[config.mk]
export PLATFORM = sky130hd
export DESIGN_NAME = alu_fwd_ctrl_flat
export DESIGN_NICKNAME = d
export VERILOG_FILES = /design/src/rtl/alu_fwd_ctrl_if.sv /design/src/rtl/alu_fwd_ctrl.sv /design/src/flat_wrapper.sv
export SDC_FILE = /design/constraint.sdc
export NUM_CORES = 1
export LEC_CHECK = 0
export ABC_AREA = 1
export BUFFER_PORTS_ARGS = -buffer_cell sky130_fd_sc_hd__buf_2
export CAP_MARGIN = 20
export CORE_UTILIZATION = 25
export DETAILED_ROUTE_END_ITERATION = 10
export GPL_TIMING_DRIVEN = 1
export PLACE_DENSITY = 0.45
export SKIP_CTS_REPAIR_TIMING = 1
export SYNTH_ARGS = -nofsm -noshare
export SYNTH_HDL_FRONTEND = slang
export SYNTH_SLANG_ARGS = --single-unit
[constraint.sdc]
create_clock -name clk -period 5.25 [get_ports clk]
set_clock_uncertainty 0.15 [all_clocks]
set_input_delay 1.3125 -clock clk [delete_from_list [all_inputs] [get_ports clk]]
set_output_delay 1.3125 -clock clk [all_outputs]
set_load 0.01 [all_outputs]
[src/rtl/alu_fwd_ctrl_if.sv]
// Operand-select types and the ID/EX control bundle shared by the pipeline and
// the EX-stage forwarding controller.
package alu_fwd_ctrl_pkg;
  typedef enum logic [1:0] {
    RS1_S1   = 2'd0,
    PC_S1    = 2'd1,
    RD_MA_S1 = 2'd2,
    RD_WB_S1 = 2'd3
  } ctrlAluSrc1_e;

  typedef enum logic [1:0] {
    RS2_S2   = 2'd0,
    IMM_S2   = 2'd1,
    RD_MA_S2 = 2'd2,
    RD_WB_S2 = 2'd3
  } ctrlAluSrc2_e;
endpackage

interface alu_fwd_ctrl_if
  import alu_fwd_ctrl_pkg::*;
#(
  parameter int unsigned REG_AW = 5
);
  logic              id_valid;
  ctrlAluSrc1_e      id_src1;
  ctrlAluSrc2_e      id_src2;
  logic [REG_AW-1:0] id_rs1;
  logic [REG_AW-1:0] id_rs2;
  logic              id_rs2_used;
  logic [REG_AW-1:0] id_rd;
  logic              id_reg_write;
  logic              id_mem_read;
  logic              flush;
  ctrlAluSrc1_e      ex_alu_src1;
  ctrlAluSrc2_e      ex_alu_src2;
  logic              ex_valid;
  logic              stall;

  modport master (
    output id_valid, id_src1, id_src2, id_rs1, id_rs2, id_rs2_used, id_rd,
           id_reg_write, id_mem_read, flush,
    input  ex_alu_src1, ex_alu_src2, ex_valid, stall
  );

  modport slave (
    input  id_valid, id_src1, id_src2, id_rs1, id_rs2, id_rs2_used, id_rd,
           id_reg_write, id_mem_read, flush,
    output ex_alu_src1, ex_alu_src2, ex_valid, stall
  );
endinterface

[src/rtl/alu_fwd_ctrl.sv]
// EX-stage forwarding and load-use hazard controller: registers ALU operand
// selects at ID->EX, stalls on load-use, honours flushes, counts stalls/forwards.
module alu_fwd_ctrl
  import alu_fwd_ctrl_pkg::*;
#(
  parameter int unsigned REG_AW = 5,
  parameter int unsigned CNT_W  = 32
) (
  input  logic             clk,
  input  logic             clk_en,
  input  logic             rst,
  alu_fwd_ctrl_if.slave    bus,
  output logic [CNT_W-1:0] stall_cnt,
  output logic [CNT_W-1:0] fwd_cnt
);
  localparam int unsigned CW1 = CNT_W + 1;

  logic              ex_v_q, ex_we_q, ex_ld_q;
  logic [REG_AW-1:0] ex_rd_q;
  logic              ma_v_q, ma_we_q;
  logic [REG_AW-1:0] ma_rd_q;
  ctrlAluSrc1_e      src1_q, src1_d;
  ctrlAluSrc2_e      src2_q, src2_d;
  logic              ex_valid_q;
  logic [CNT_W-1:0]  stall_cnt_q, stall_cnt_d, fwd_cnt_q, fwd_cnt_d;

  logic              hit_x1, hit_x2, hit_m1, hit_m2;
  logic              use1, use2, stall, advance;
  logic [1:0]        fwd_inc;
  logic [CW1-1:0]    stall_sum, fwd_sum;

  always_comb begin
    hit_x1 = ex_v_q & ex_we_q & (ex_rd_q == bus.id_rs1) & (bus.id_rs1 != '0);
    hit_x2 = ex_v_q & ex_we_q & (ex_rd_q == bus.id_rs2) & (bus.id_rs2 != '0);
    hit_m1 = ma_v_q & ma_we_q & (ma_rd_q == bus.id_rs1) & (bus.id_rs1 != '0);
    hit_m2 = ma_v_q & ma_we_q & (ma_rd_q == bus.id_rs2) & (bus.id_rs2 != '0);

    use1 = (bus.id_src1 == RS1_S1);
    use2 = (bus.id_src2 == RS2_S2);

    // Youngest producer (EX) wins over the older one (MA).
    src1_d = RS1_S1;
    if (!use1)       src1_d = PC_S1;
    else if (hit_x1) src1_d = RD_MA_S1;
    else if (hit_m1) src1_d = RD_WB_S1;

    src2_d = RS2_S2;
    if (!use2)       src2_d = IMM_S2;
    else if (hit_x2) src2_d = RD_MA_S2;
    else if (hit_m2) src2_d = RD_WB_S2;

    stall = bus.id_valid & ex_ld_q & ~bus.flush &
            ((use1 & hit_x1) | ((use2 | bus.id_rs2_used) & hit_x2));
    advance = bus.id_valid & ~stall & ~bus.flush;

    fwd_inc = '0;
    if (advance) begin
      fwd_inc = 2'(use1 & (hit_x1 | hit_m1)) + 2'(use2 & (hit_x2 | hit_m2));
    end

    stall_sum   = {1'b0, stall_cnt_q} + CW1'(stall);
    stall_cnt_d = stall_sum[CNT_W] ? '1 : stall_sum[CNT_W-1:0];
    fwd_sum     = {1'b0, fwd_cnt_q} + CW1'(fwd_inc);
    fwd_cnt_d   = fwd_sum[CNT_W] ? '1 : fwd_sum[CNT_W-1:0];
  end

  always_ff @(posedge clk) begin
    if (rst) begin
      ex_v_q      <= 1'b0;
      ex_we_q     <= 1'b0;
      ex_ld_q     <= 1'b0;
      ex_rd_q     <= '0;
      ma_v_q      <= 1'b0;
      ma_we_q     <= 1'b0;
      ma_rd_q     <= '0;
      src1_q      <= RS1_S1;
      src2_q      <= RS2_S2;
      ex_valid_q  <= 1'b0;
      stall_cnt_q <= '0;
      fwd_cnt_q   <= '0;
    end else if (clk_en) begin
      ma_v_q      <= ex_v_q;
      ma_we_q     <= ex_we_q;
      ma_rd_q     <= ex_rd_q;
      stall_cnt_q <= stall_cnt_d;
      fwd_cnt_q   <= fwd_cnt_d;
      if (bus.flush || stall) begin
        // Bubble into EX; a stalled instruction keeps its selects for the retry.
        ex_v_q     <= 1'b0;
        ex_we_q    <= 1'b0;
        ex_ld_q    <= 1'b0;
        ex_valid_q <= 1'b0;
        if (!stall) begin
          src1_q <= src1_d;
          src2_q <= src2_d;
        end
      end else begin
        ex_v_q     <= bus.id_valid;
        ex_we_q    <= bus.id_reg_write;
        ex_ld_q    <= bus.id_mem_read;
        ex_rd_q    <= bus.id_rd;
        ex_valid_q <= bus.id_valid;
        src1_q     <= src1_d;
        src2_q     <= src2_d;
      end
    end
  end

  assign bus.stall       = stall;
  assign bus.ex_alu_src1 = src1_q;
  assign bus.ex_alu_src2 = src2_q;
  assign bus.ex_valid    = ex_valid_q;
  assign stall_cnt       = stall_cnt_q;
  assign fwd_cnt         = fwd_cnt_q;
endmodule

[src/flat_wrapper.sv]
// flat-port wrapper written by rule: the top's interface ports become plain ports
module alu_fwd_ctrl_flat import alu_fwd_ctrl_pkg::*;
#(
  parameter int unsigned REG_AW = 5,
  parameter int unsigned CNT_W  = 32
)
  (clk, clk_en, rst, stall_cnt, fwd_cnt, bus_id_valid, bus_id_src1, bus_id_src2, bus_id_rs1, bus_id_rs2, bus_id_rs2_used, bus_id_rd, bus_id_reg_write, bus_id_mem_read, bus_flush, bus_ex_alu_src1, bus_ex_alu_src2, bus_ex_valid, bus_stall);
  alu_fwd_ctrl_if #(.REG_AW(REG_AW)) bus_i ();
  input  logic clk;
  input  logic clk_en;
  input  logic rst;
  output logic [CNT_W-1:0] stall_cnt;
  output logic [CNT_W-1:0] fwd_cnt;
  input wire logic [$bits(bus_i.id_valid)-1:0] bus_id_valid;
  input wire logic [$bits(bus_i.id_src1)-1:0] bus_id_src1;
  input wire logic [$bits(bus_i.id_src2)-1:0] bus_id_src2;
  input wire logic [$bits(bus_i.id_rs1)-1:0] bus_id_rs1;
  input wire logic [$bits(bus_i.id_rs2)-1:0] bus_id_rs2;
  input wire logic [$bits(bus_i.id_rs2_used)-1:0] bus_id_rs2_used;
  input wire logic [$bits(bus_i.id_rd)-1:0] bus_id_rd;
  input wire logic [$bits(bus_i.id_reg_write)-1:0] bus_id_reg_write;
  input wire logic [$bits(bus_i.id_mem_read)-1:0] bus_id_mem_read;
  input wire logic [$bits(bus_i.flush)-1:0] bus_flush;
  output wire logic [$bits(bus_i.ex_alu_src1)-1:0] bus_ex_alu_src1;
  output wire logic [$bits(bus_i.ex_alu_src2)-1:0] bus_ex_alu_src2;
  output wire logic [$bits(bus_i.ex_valid)-1:0] bus_ex_valid;
  output wire logic [$bits(bus_i.stall)-1:0] bus_stall;
  assign bus_i.id_valid = bus_id_valid;
  assign bus_i.id_src1 = bus_id_src1;
  assign bus_i.id_src2 = bus_id_src2;
  assign bus_i.id_rs1 = bus_id_rs1;
  assign bus_i.id_rs2 = bus_id_rs2;
  assign bus_i.id_rs2_used = bus_id_rs2_used;
  assign bus_i.id_rd = bus_id_rd;
  assign bus_i.id_reg_write = bus_id_reg_write;
  assign bus_i.id_mem_read = bus_id_mem_read;
  assign bus_i.flush = bus_flush;
  assign bus_ex_alu_src1 = bus_i.ex_alu_src1;
  assign bus_ex_alu_src2 = bus_i.ex_alu_src2;
  assign bus_ex_valid = bus_i.ex_valid;
  assign bus_stall = bus_i.stall;
  alu_fwd_ctrl #(.REG_AW(REG_AW), .CNT_W(CNT_W)) u_core (.clk(clk), .clk_en(clk_en), .rst(rst), .bus(bus_i), .stall_cnt(stall_cnt), .fwd_cnt(fwd_cnt));
endmodule
==> results of run 1 <==
[flip-flops by register name, summed over array words and instances (netlist names)]
name	cells
u_core.bus.ex_alu_src1	2
u_core.bus.ex_alu_src2	2
u_core.bus.ex_valid	1
u_core.ex_ld_q	1
u_core.ex_rd_q	5
u_core.ex_we_q	1
u_core.fwd_cnt	32
u_core.ma_rd_q	5
u_core.ma_v_q	1
u_core.ma_we_q	1
u_core.stall_cnt	32
[Yosys cell counts, drive strengths merged, types with 2 or more instances]
cell type,instances
nand4,28
or2,4
nand2,242
ha,5
xor2,28
buf,11
a31oi,2
o21ai,19
clkbuf,13
dfxtp,83
and3,2
xnor2,13
inv,101
nand3,63
nand3b,10
nor3,30
nor2,103
a21oi,71
[power by group through the flow]
stage / logic [mW] / registers (mW) / clock network, mW
floorplan: 0.0570 / 0.661 / 0
global placement: 0.0938 / 0.662 / 0
detailed placement: 0.0934 / 0.662 / 0
CTS: 0.0939 / 0.648 / 0.679
global route: 0.106 / 0.649 / 0.709
finish: 0.0916 / 0.648 / 0.663
[area by class of cell]
cell class / count / area share (%)
Timing Repair Buffer: 103 / 8.457
Tap cell: 270 / 5.360
Multi-Input combinational cell: 623 / 49.06
Clock inverter: 2 / 0.5559
Inverter: 102 / 6.075
Sequential cell: 83 / 26.36
Clock buffer: 13 / 4.129
[worst max-delay path, cell delays in order]
cell and delay, ps:
buf_2 100, inv_1 50, or2_2 280, nand4_1 80, nor3_1 60, nand2_1 60, nand2_1 70, ha_1 280
inv_1 30, nor2_1 110, ha_1 250, inv_1 80, fa_1 430, inv_1 150, nand3_2 100, nor2_4 190
nand4_2 180, nor2_4 200, nand4_4 300, a21oi_1 230
[logic make-up (layout without fill, tap and decap cells)]
group | Yosys count | after routing | share of synthesized area (%)
and+or+nand+nor | 483 | 483 | 41.47
buffers and inverters | 126 | 220 | 9.396
AOI/OAI and AO/OA | 93 | 93 | 9.039
DFF | 83 | 83 | 31.67
xor gates and xnor gates | 41 | 41 | 6.845
adders and majority gates | 6 | 6 | 1.574
[metrics by stage]
stage	util (%)	std cells	area [µm²]
2_1_floorplan	-	832	5246
3_3_place_gp	29.40	1181	6007
3_5_place_dp	29.40	1181	6007
4_1_cts	30.85	1196	6302
5_1_grt	30.85	1196	6302
6_report	30.85	1196	6302
[per-layer routing]
layer	routed length (µm)	global-route usage [%]
met1	8203	22.08
met2	7575	25.69
met3	776	3.385
met4	248	4.635
met5	0	0
[worst max-delay path by stage]
stage / startpoint / to / slack [ps] / cells past startpoint
4_1_cts: bus_id_rs2[4] / u_core.fwd_cnt[19]$_SDFFE_PP0P_ / 770 / 22
3_5_place_dp: bus_id_rs2[4] / u_core.fwd_cnt[16]$_SDFFE_PP0P_ / 420 / 22
3_3_place_gp: bus_id_rs2[4] / u_core.fwd_cnt[17]$_SDFFE_PP0P_ / 500 / 22
5_1_grt: bus_id_rs2[4] / u_core.fwd_cnt[4]$_SDFFE_PP0P_ / 420 / 22
6_report: bus_id_rs1[0] / u_core.fwd_cnt[19]$_SDFFE_PP0P_ / 830 / 20
2_1_floorplan: bus_id_rs2[4] / u_core.fwd_cnt[4]$_SDFFE_PP0P_ / 1000 / 21
==> results.md, run 1 <==
* Status: finished clean
* Starting Density at roughly a quarter
* Yosys top cell by area: dfxtp_1
* Final WS setup at roughly 830 ps
* Pwr dens at 222.5 nW/µm²
* Final wirelength at 16800 µm
* EDFF count, synth at 0
* Worst IR Drop VDD at between 0.0001 and 0.00015 V
* Unrepaired setup endpoints after global routing: no
* Fmax achieved at about 230 MHz
* Sw Share at 24.20%
* Worst-Margin Slew at 880.4 ps
* Startpoint types: input pin
* Min-Delay Endpoint: u_core.ex_ld_q$_SDFFE_PP0P_
* CTS Sinks at 83
* Worst R2R Start: u_core.bus.ex_valid$_SDFFE_PP0P_
* CP endpoint kind: register
* Hold Crit Class: register to register
* Io pins at a little under 100
* Commonest cells after routing, fill and taps aside: 240 x nand2_1, 100 x inv_1, 99 x nor2_1
* Setup Viol. Count Final at 0
* Vias post-DR at about 5400
* Post-synth top area share at 31.67%
* Port bufs at 96
* Relative slew slack at 41.24%
* Max FO, Critical Path at 19
* Core region area at 20430 µm²
* Filler Cell Count at 2380
* Initial DRC Count at 301
* Later-pin clock latency in the skew report at 350 ps
* Synth Cell Area at 5246 µm²
* Cts bufs inserted at 9
* Net Switching at about 340 µW
* Final cycle utilization of the critical path at 84.18%
* Die area at 21570 µm²
* Overflow after GRT at 0
* R2R cell count at 21
* Ys flop type: dfxtp_1
* DRC at 0
* Layout Nets at 955
* Pins Over Slew Limit at 0
* First-pass GRT wire length at 27810 µm
* Initial antenna violation count at 0
* H-tree levels at 3
* Crit path kind: input pin to register
* Number of synthesized register bits at 83
* Combinational power share at 6.5%
* Via density per instance at 4.548
* Synth warn at 0
* Count of final hold-check violations at 0
* DRT Pass-1 Iters at 5
* Hpwl dp at 12720 µm
* Ant diodes at 0
* Total Neg Setup Slack at 0 ps
* Clock root buffer: clkbuf_16
* Pint at 1.063 mW
* Maximum clock path buffer count at 2
* Yosys cell types at 35
* Worst Path Arrival at between 4000 and 5000 ps
* DP Worst Slack at 421.2 ps
* Layout cells sized above 1 at 15.23%
* Gr usage total at 16.22%
* CTS tree: built
* Final ANT Viol Nets at 0
* P_leak at 2.641 nW
* Post-synthesis sequential area ratio at a little under a third
* WHS at 321.4 ps
* Post-DR wirelength/cell at 14.05 µm
* Largest net degree at the start of global routing at slightly below 60
* Commonest non-fill, non-tap cell in the layout: nand2_1
* Mapped Cells at 832
* Critical R2R Capture: u_core.fwd_cnt[19]$_SDFFE_PP0P_
* Number of global-route vias before repair at between 5000 and 6000
* Design Power at 1.402 mW
* Syn nets at 865
* Syn avg cell area at about 6.3 µm²
* Tmin final at 4419 ps
* Die X-Extent at 146.9 µm
* Placer Congestion at 0.8229
* Sequential cell area at 1662 µm²
* Die Span Y at 146.9 µm
* R2R Setup Slk at 1490 ps
* Site Rows at 52
* Ranking of synthesized cells by area: dfxtp_1 32%, nand2_1 17%, inv_1 7.2%
* Clock transition at the registers of the reported paths at roughly 60 ps
* Crit path required time at 5380 ps
* Clock power share at around 47%
* Hold Startpoint: u_core.ex_ld_q$_SDFFE_PP0P_
* Post-synth ARST share at 0%
* Area growth syn-to-layout at 20.13%
* Sequential Power Share at 46.2%
* MaxCap Viol Count at 0
* Worst hold path depth at 2
* Multi-input gate area at 3092 µm²
No activity file was read; power rests on OpenSTA's default activity.
==> run 2: changes to the inputs <==
==> constraint.sdc (replaced) <==
create_clock -name clk -period 4.2 [get_ports clk]
set_clock_uncertainty 0.15 [all_clocks]
set_input_delay 1.05 -clock clk [delete_from_list [all_inputs] [get_ports clk]]
set_output_delay 1.05 -clock clk [all_outputs]
set_load 0.01 [all_outputs]
==> run 2 against run 1 <==
  * First-iteration DRC count is 19% lower
  * Clock-buffer cell count is 3 lower
  * Routed wire length is 0.62% higher
  * Cell count is 1.3% higher
  * Register-to-register slack worse by 670 ps
  * Clock power is 33% higher
  * Via count is 0.48% higher
  * Worst hold slack worse by 0.79 ps
  * Total power is 29% higher
  * Sequential share of layout area is 0.66 points lower
  * Cell area is 2.6% higher
  * Critical path type unchanged
  * Highest routed layer unchanged
==> results.md, run 2 (synthesized netlist as in run 1, its figures left out) <==
* Relative slew slack at 45.92%
* Wire length on met3 at around 700 µm
* Placer Congestion at 0.8461
* Overflow after GRT at 0
* Starting Density at 25.68%
* Maximum clock path buffer count at 2
* Unrepaired setup endpoints after global routing: no
* Cts bufs inserted at 9
* Post-DR wirelength/cell at 13.96 µm
* Slowest-stage cell, CP: fa_1
* Layout cells sized above 1 at 16.90%
* Highest metal used: met4
* Pwr dens at roughly 280 nW/µm²
* DRT Pass-1 Iters at 5
* Metal2 WL at about 7700 µm
* Area growth syn-to-layout at 23.21%
* Setup Viol. Count Final at 0
* Crit-path max cell delay at 450 ps
* H-tree levels at 3
* Number of global-route vias before repair at 5356
* Clock root buffer: clkbuf_16
* Crit path buf inv count at 8
* Filler Cell Count at 2348
* Commonest non-fill, non-tap cell in the layout: nand2_1
* Die Span Y at ~150 µm
* Worst Path Arrival at 3900 ps
* Layout Nets at 970
* Io pins at 97
* Crit path kind: input pin to register
* First-pass GRT wire length at 27950 µm
* Initial antenna violation count at 0
* Core region area at 20430 µm²
* Final wirelength at around 17000 µm
* CTS tree: built
* Initial DRC Count at 245
* Hpwl dp at 12700 µm
* Die X-Extent at around 150 µm
* Gr usage total at 16.36%
* WHS at 320.6 ps
* Final cycle utilization of the critical path at about nine tenths
* Final ANT Viol Nets at 0
* Tmin final at 3838 ps
* Hold Crit Class: register to register
* P_leak at 2.734 nW
* CP endpoint kind: register
* Worst IR Drop VDD at 0.0001890 V
* Ant diodes at 0
* Vias post-DR at 5465
* Site Rows at 52
* CP top delay family: simple AND/OR/NAND/NOR gates
* Later-pin clock latency in the skew report at around 350 ps
* Port bufs at 96
* Crit path required time at 4260 ps
* Die area at about 22000 µm²
* Multi-input gate area at 3094 µm²
* MaxCap Viol Count at 0
* DRC at 0
* Startpoint types: input pin
* Fmax achieved at about 260 MHz
* Commonest cells after routing, fill and taps aside: 240 x nand2_1, 100 x inv_1, 98 x nor2_1
* CTS Sinks at 83
* Largest net degree at the start of global routing at 59
* Pins Over Slew Limit at 0
* Total Neg Setup Slack at 0 ps
* Met1 WL at ~8300 µm
* Worst-Margin Slew at 810.3 ps
* Max FO, Critical Path at 6
* Via density per instance at 4.513
* Status: finished clean
* Count of final hold-check violations at 0
* Sequential cell area at 1662 µm²
* Clock transition at the registers of the reported paths at 70 ps
## run 2: changes by cell type in the layout (fill, tap and decap cells not counted)
cell	before	now
clkinvlp_4	0	1
clkbuf_1	2	0
nor2_2	2	3
clkbuf_8	2	1
buf_12	0	2
buf_4	7	20
nor2_1	99	98
bufinv_16	1	2
clkinv_2	1	2
## run 2: per-layer routing
metal	track usage, %	vias up
met3	3.758	12
met2	26.49	104
met5	0	-
li1	-	2879
met4	3.906	0
met1	21.91	2470
## run 2: area by class of cell
cell class	instances	area share, %
Clock inverter	5	1.200
Tap cell	270	5.226
Timing Repair Buffer	118	10.38
Clock buffer	10	3.697
Inverter	102	5.923
Multi-Input combinational cell	623	47.87
Sequential cell	83	25.71
## run 2: worst min-delay path: cells and delay by family, from the launching register on
family,cells,cell delay (ps)
and+or+nand+nor,1,60
DFF,1,310
AOI/OAI and AO/OA,1,60
## run 2: final timing paths
path                                    startpoint                         endpoint  slack [ps]  depth (start not counted)
setup / recovery                     bus_id_rs2[2]  u_core.fwd_cnt[30]$_SDFFE_PP0P_         360                         26
hold / removal         u_core.ex_ld_q$_SDFFE_PP0P_      u_core.ex_ld_q$_SDFFE_PP0P_         320                          2
setup reg to reg  u_core.bus.ex_valid$_SDFFE_PP0P_  u_core.fwd_cnt[30]$_SDFFE_PP0P_         820                         25
hold reg to reg        u_core.ex_ld_q$_SDFFE_PP0P_      u_core.ex_ld_q$_SDFFE_PP0P_         320                          2
## run 2: power breakdown
group | internal (mW) | total (mW) | switching (mW) | leakage [nW]
Combinational | 0.0407 | 0.117 | 0.0764 | 1.91
Clock | 0.532 | 0.881 | 0.349 | 0.154
Sequential | 0.799 | 0.809 | 0.0102 | 0.672
## run 2: per-stage QoR
| stage | worst slack [ps] | power, mW | util, % | instances | instance area [µm²] |
|---|---|---|---|---|---|
| after floorplan | 212.5 | 0.8976 | - | 832 | 5246 |
| after global placement | 40.15 | 0.9466 | 30.08 | 1196 | 6145 |
| after detailed placement | -8.198 | 0.9464 | 30.08 | 1196 | 6145 |
| after CTS | 346.3 | 1.842 | 31.63 | 1211 | 6461 |
| after global routing | 6.530 | 1.882 | 31.64 | 1211 | 6464 |
| final | 361.6 | 1.808 | 31.64 | 1211 | 6464 |
==> run 3: changes to the inputs <==
--- a/config.mk
+++ b/config.mk
@@ -8,10 +8,12 @@
 export ABC_AREA = 1
 export BUFFER_PORTS_ARGS = -buffer_cell sky130_fd_sc_hd__buf_2
 export CAP_MARGIN = 20
+export CELL_PAD_IN_SITES_DETAIL_PLACEMENT = 1
+export CELL_PAD_IN_SITES_GLOBAL_PLACEMENT = 1
 export CORE_UTILIZATION = 25
 export DETAILED_ROUTE_END_ITERATION = 10
 export GPL_TIMING_DRIVEN = 1
-export PLACE_DENSITY = 0.45
+export PLACE_DENSITY = 0.59
 export SKIP_CTS_REPAIR_TIMING = 1
 export SYNTH_ARGS = -nofsm -noshare
 export SYNTH_HDL_FRONTEND = slang
==> run 3 against run 2 <==
  * First-iteration DRC count is 39% lower
  * Combinational power about the same
  * Sequential power about the same
  * Worst setup slack worse by 13 ps
  * Sequential share of layout area shrank 0.29 points
  * Flip-flop and latch count stayed put
  * Worst hold slack better by 5.1 ps
  * Global-route usage up 0.68 points
  * Routed wire length up 5.5%
  * Via count rose by 1.7%
  * Clock-buffer cell count increased by 1
  * Register-to-register slack got worse by 80 ps
  * Critical path type unchanged
  * Largest power group unchanged
==> results.md, run 3 (synthesized netlist as in run 1, its figures left out) <==
* Status: finished clean
* Gr usage total at between 15 and 20%
* Final cycle utilization of the critical path at 91.71%
* Crit path kind: input pin to register
* Tmin final at about 3900 ps
* Final WS setup at ~350 ps
* Vias post-DR at roughly 5600
* Crit path required time at 4330 ps
* Placer Congestion at 0.8003
* Commonest non-fill, non-tap cell in the layout: nand2_1
* Site Rows at 52
* Clock root buffer: clkbuf_16
* Die X-Extent at 146.9 µm
* Min-Delay Endpoint: u_core.bus.ex_alu_src1[0]$_SDFFE_PP0P_
* Slowest-stage cell, CP: fa_2
* Io pins at 97
* Crit-path cells: buf_2, inv_1, nand3_1, nor2_1, nor2_1, nand2_1, nand2_1, nand2_1, inv_1, ha_1, inv_1, nor2_1, ha_1, inv_1, fa_2, nor3_1, nand2_1, nor2_1, nand4_1, buf_4, a21o_1, a21oi_1
* Crit path buf inv count at 6
* Startpoint types: input pin
* Crit-path max cell delay at 380 ps
* Post-DR wirelength/cell at 14.59 µm
* DRC at 0
* Cts bufs inserted at 9
* CP endpoint kind: register
* Clock power share at 49.2%
* Critical R2R Capture: u_core.fwd_cnt[0]$_SDFFE_PP0P_
* CTS Sinks at just over 80
* Hold Crit Class: register to register
* MaxCap Viol Count at 0
* Fmax achieved at 259.6 MHz
* Overflow after GRT at 0
* Core region area at 20430 µm²
* Finished Cell Area at 6536 µm²
* Later-pin clock latency in the skew report at 350 ps
* Final ANT Viol Nets at 0
* Layout cells sized above 1 at 17.77%
* Unrepaired setup endpoints after global routing: no
* Starting Density at about a quarter
* Initial antenna violation count at 1
* Area growth syn-to-layout at 24.59%
* Combinational power share at between 6 and 7%
* Die Span Y at between 100 and 150 µm
* CTS tree: built
* R2R Setup Slk at between 700 and 800 ps
* Max FO, Critical Path at 12
* Hpwl dp at about 14000 µm
* Clock transition at the registers of the reported paths at 70 ps
* Pint at 1.381 mW
* H-tree levels at 3
* Initial DRC Count at 150
* DP Worst Slack at -37.64 ps
* Sequential Power Share at 44.3%
* Die area at 21570 µm²
* Largest net degree at the start of global routing at 59
* Worst-Margin Slew at 832.2 ps
* Worst R2R Start: u_core.bus.ex_valid$_SDFFE_PP0P_
* Count of final hold-check violations at 0
* R2R cell count at 21
* Final wirelength at 17830 µm
* First-pass GRT wire length at 29300 µm
* Placed Area at 6200 µm²
* Via density per instance at 4.547
* P_leak at 2.769 nW
* Setup Viol. Count Final at 0
* Number of global-route vias before repair at 5601
* Maximum clock path buffer count at 2
* Relative slew slack at 44.46%
* Worst IR Drop VDD at between 0.00015 and 0.0002 V
* Cell Count, Final, Fillers Out at 1222
* DRT Pass-1 Iters at 4
* Commonest cells after routing, fill and taps aside: 240 x nand2_1, 100 x inv_1, 99 x nor2_1
* Pins Over Slew Limit at 0
* Sw Share at 24.46%
* Total Neg Setup Slack at 0 ps
* Port bufs at 96
* Net Switching at 447.3 µW
* Dpl cells at 1205
* Hold Startpoint: u_core.bus.ex_alu_src1[0]$_SDFFE_PP0P_
* Final design utilization at 31.99%
* Worst Path Arrival at 3980 ps
* CP top delay family: simple AND/OR/NAND/NOR gates
* Layout Nets at slightly below 1000
* Worst hold path depth at 2
* Pwr dens at about 280 nW/µm²
## run 3: changes by cell type in the layout (fill, tap and decap cells not counted), sizes merged
cell and change:
buf +9, clkbuf +1, clkinv -2, clkinvlp +1
diode +1, inv +1
## run 3: worst min-delay path: cells and delay by family, from the launching register on
family,cells,cell delay [ps]
compound gates,1,60
flops,1,310
simple gates,1,60
## run 3: how the worst max path moves through the flow
stage	startpoint	to	slack, ps	depth (start not counted)
global route	bus_id_rs2[4]	u_core.fwd_cnt[30]$_SDFFE_PP0P_	40	26
finish	bus_id_rs2[2]	u_core.fwd_cnt[0]$_SDFFE_PP0P_	350	22
global placement	bus_id_rs1[0]	u_core.fwd_cnt[16]$_SDFFE_PP0P_	30	21
CTS	bus_id_rs2[4]	u_core.fwd_cnt[0]$_SDFFE_PP0P_	290	22
floorplan	bus_id_rs2[4]	u_core.fwd_cnt[4]$_SDFFE_PP0P_	210	21
detailed placement	bus_id_rs1[0]	u_core.fwd_cnt[30]$_SDFFE_PP0P_	-40	24
## run 3: through the flow
stage | hold slack, ps | power [mW]
CTS | 329.1 | 1.855
detailed placement | 317.4 | 0.9496
global placement | 308.4 | 0.9487
global route | 353.6 | 1.900
floorplan | 295.6 | 0.8976
finish | 325.7 | 1.829
## run 3: layout make-up
type | instances | area [µm²]
diodes | 1 | 2.502
clock buffers | 11 | 242.7
clock inverters | 5 | 83.83
fillers | 2688 | 13890
inverters | 102 | 382.9
multi-input cells | 623 | 3099
flip-flops and latches | 83 | 1662
well taps | 270 | 337.8
repair buffers | 127 | 725.7
## run 3: layer usage
| layer | wire (µm) | track usage [%] | part of all wire [%] |
|---|---|---|---|
| met1 | 9042 | 23.92 | 51 |
| met2 | 8039 | 26.94 | 45 |
| met3 | 574 | 3.043 | 3.2 |
| met4 | 174 | 3.958 | 0.98 |
| met5 | 0 | 0 | 0 |
## run 3: power groups by stage
stage	clock [mW]	combinational, mW	sequential, mW
floorplan	0	0.0712	0.826
finish	0.899	0.120	0.810
global route	0.952	0.136	0.811
global placement	0	0.121	0.828
CTS	0.923	0.122	0.810
detailed placement	0	0.122	0.828
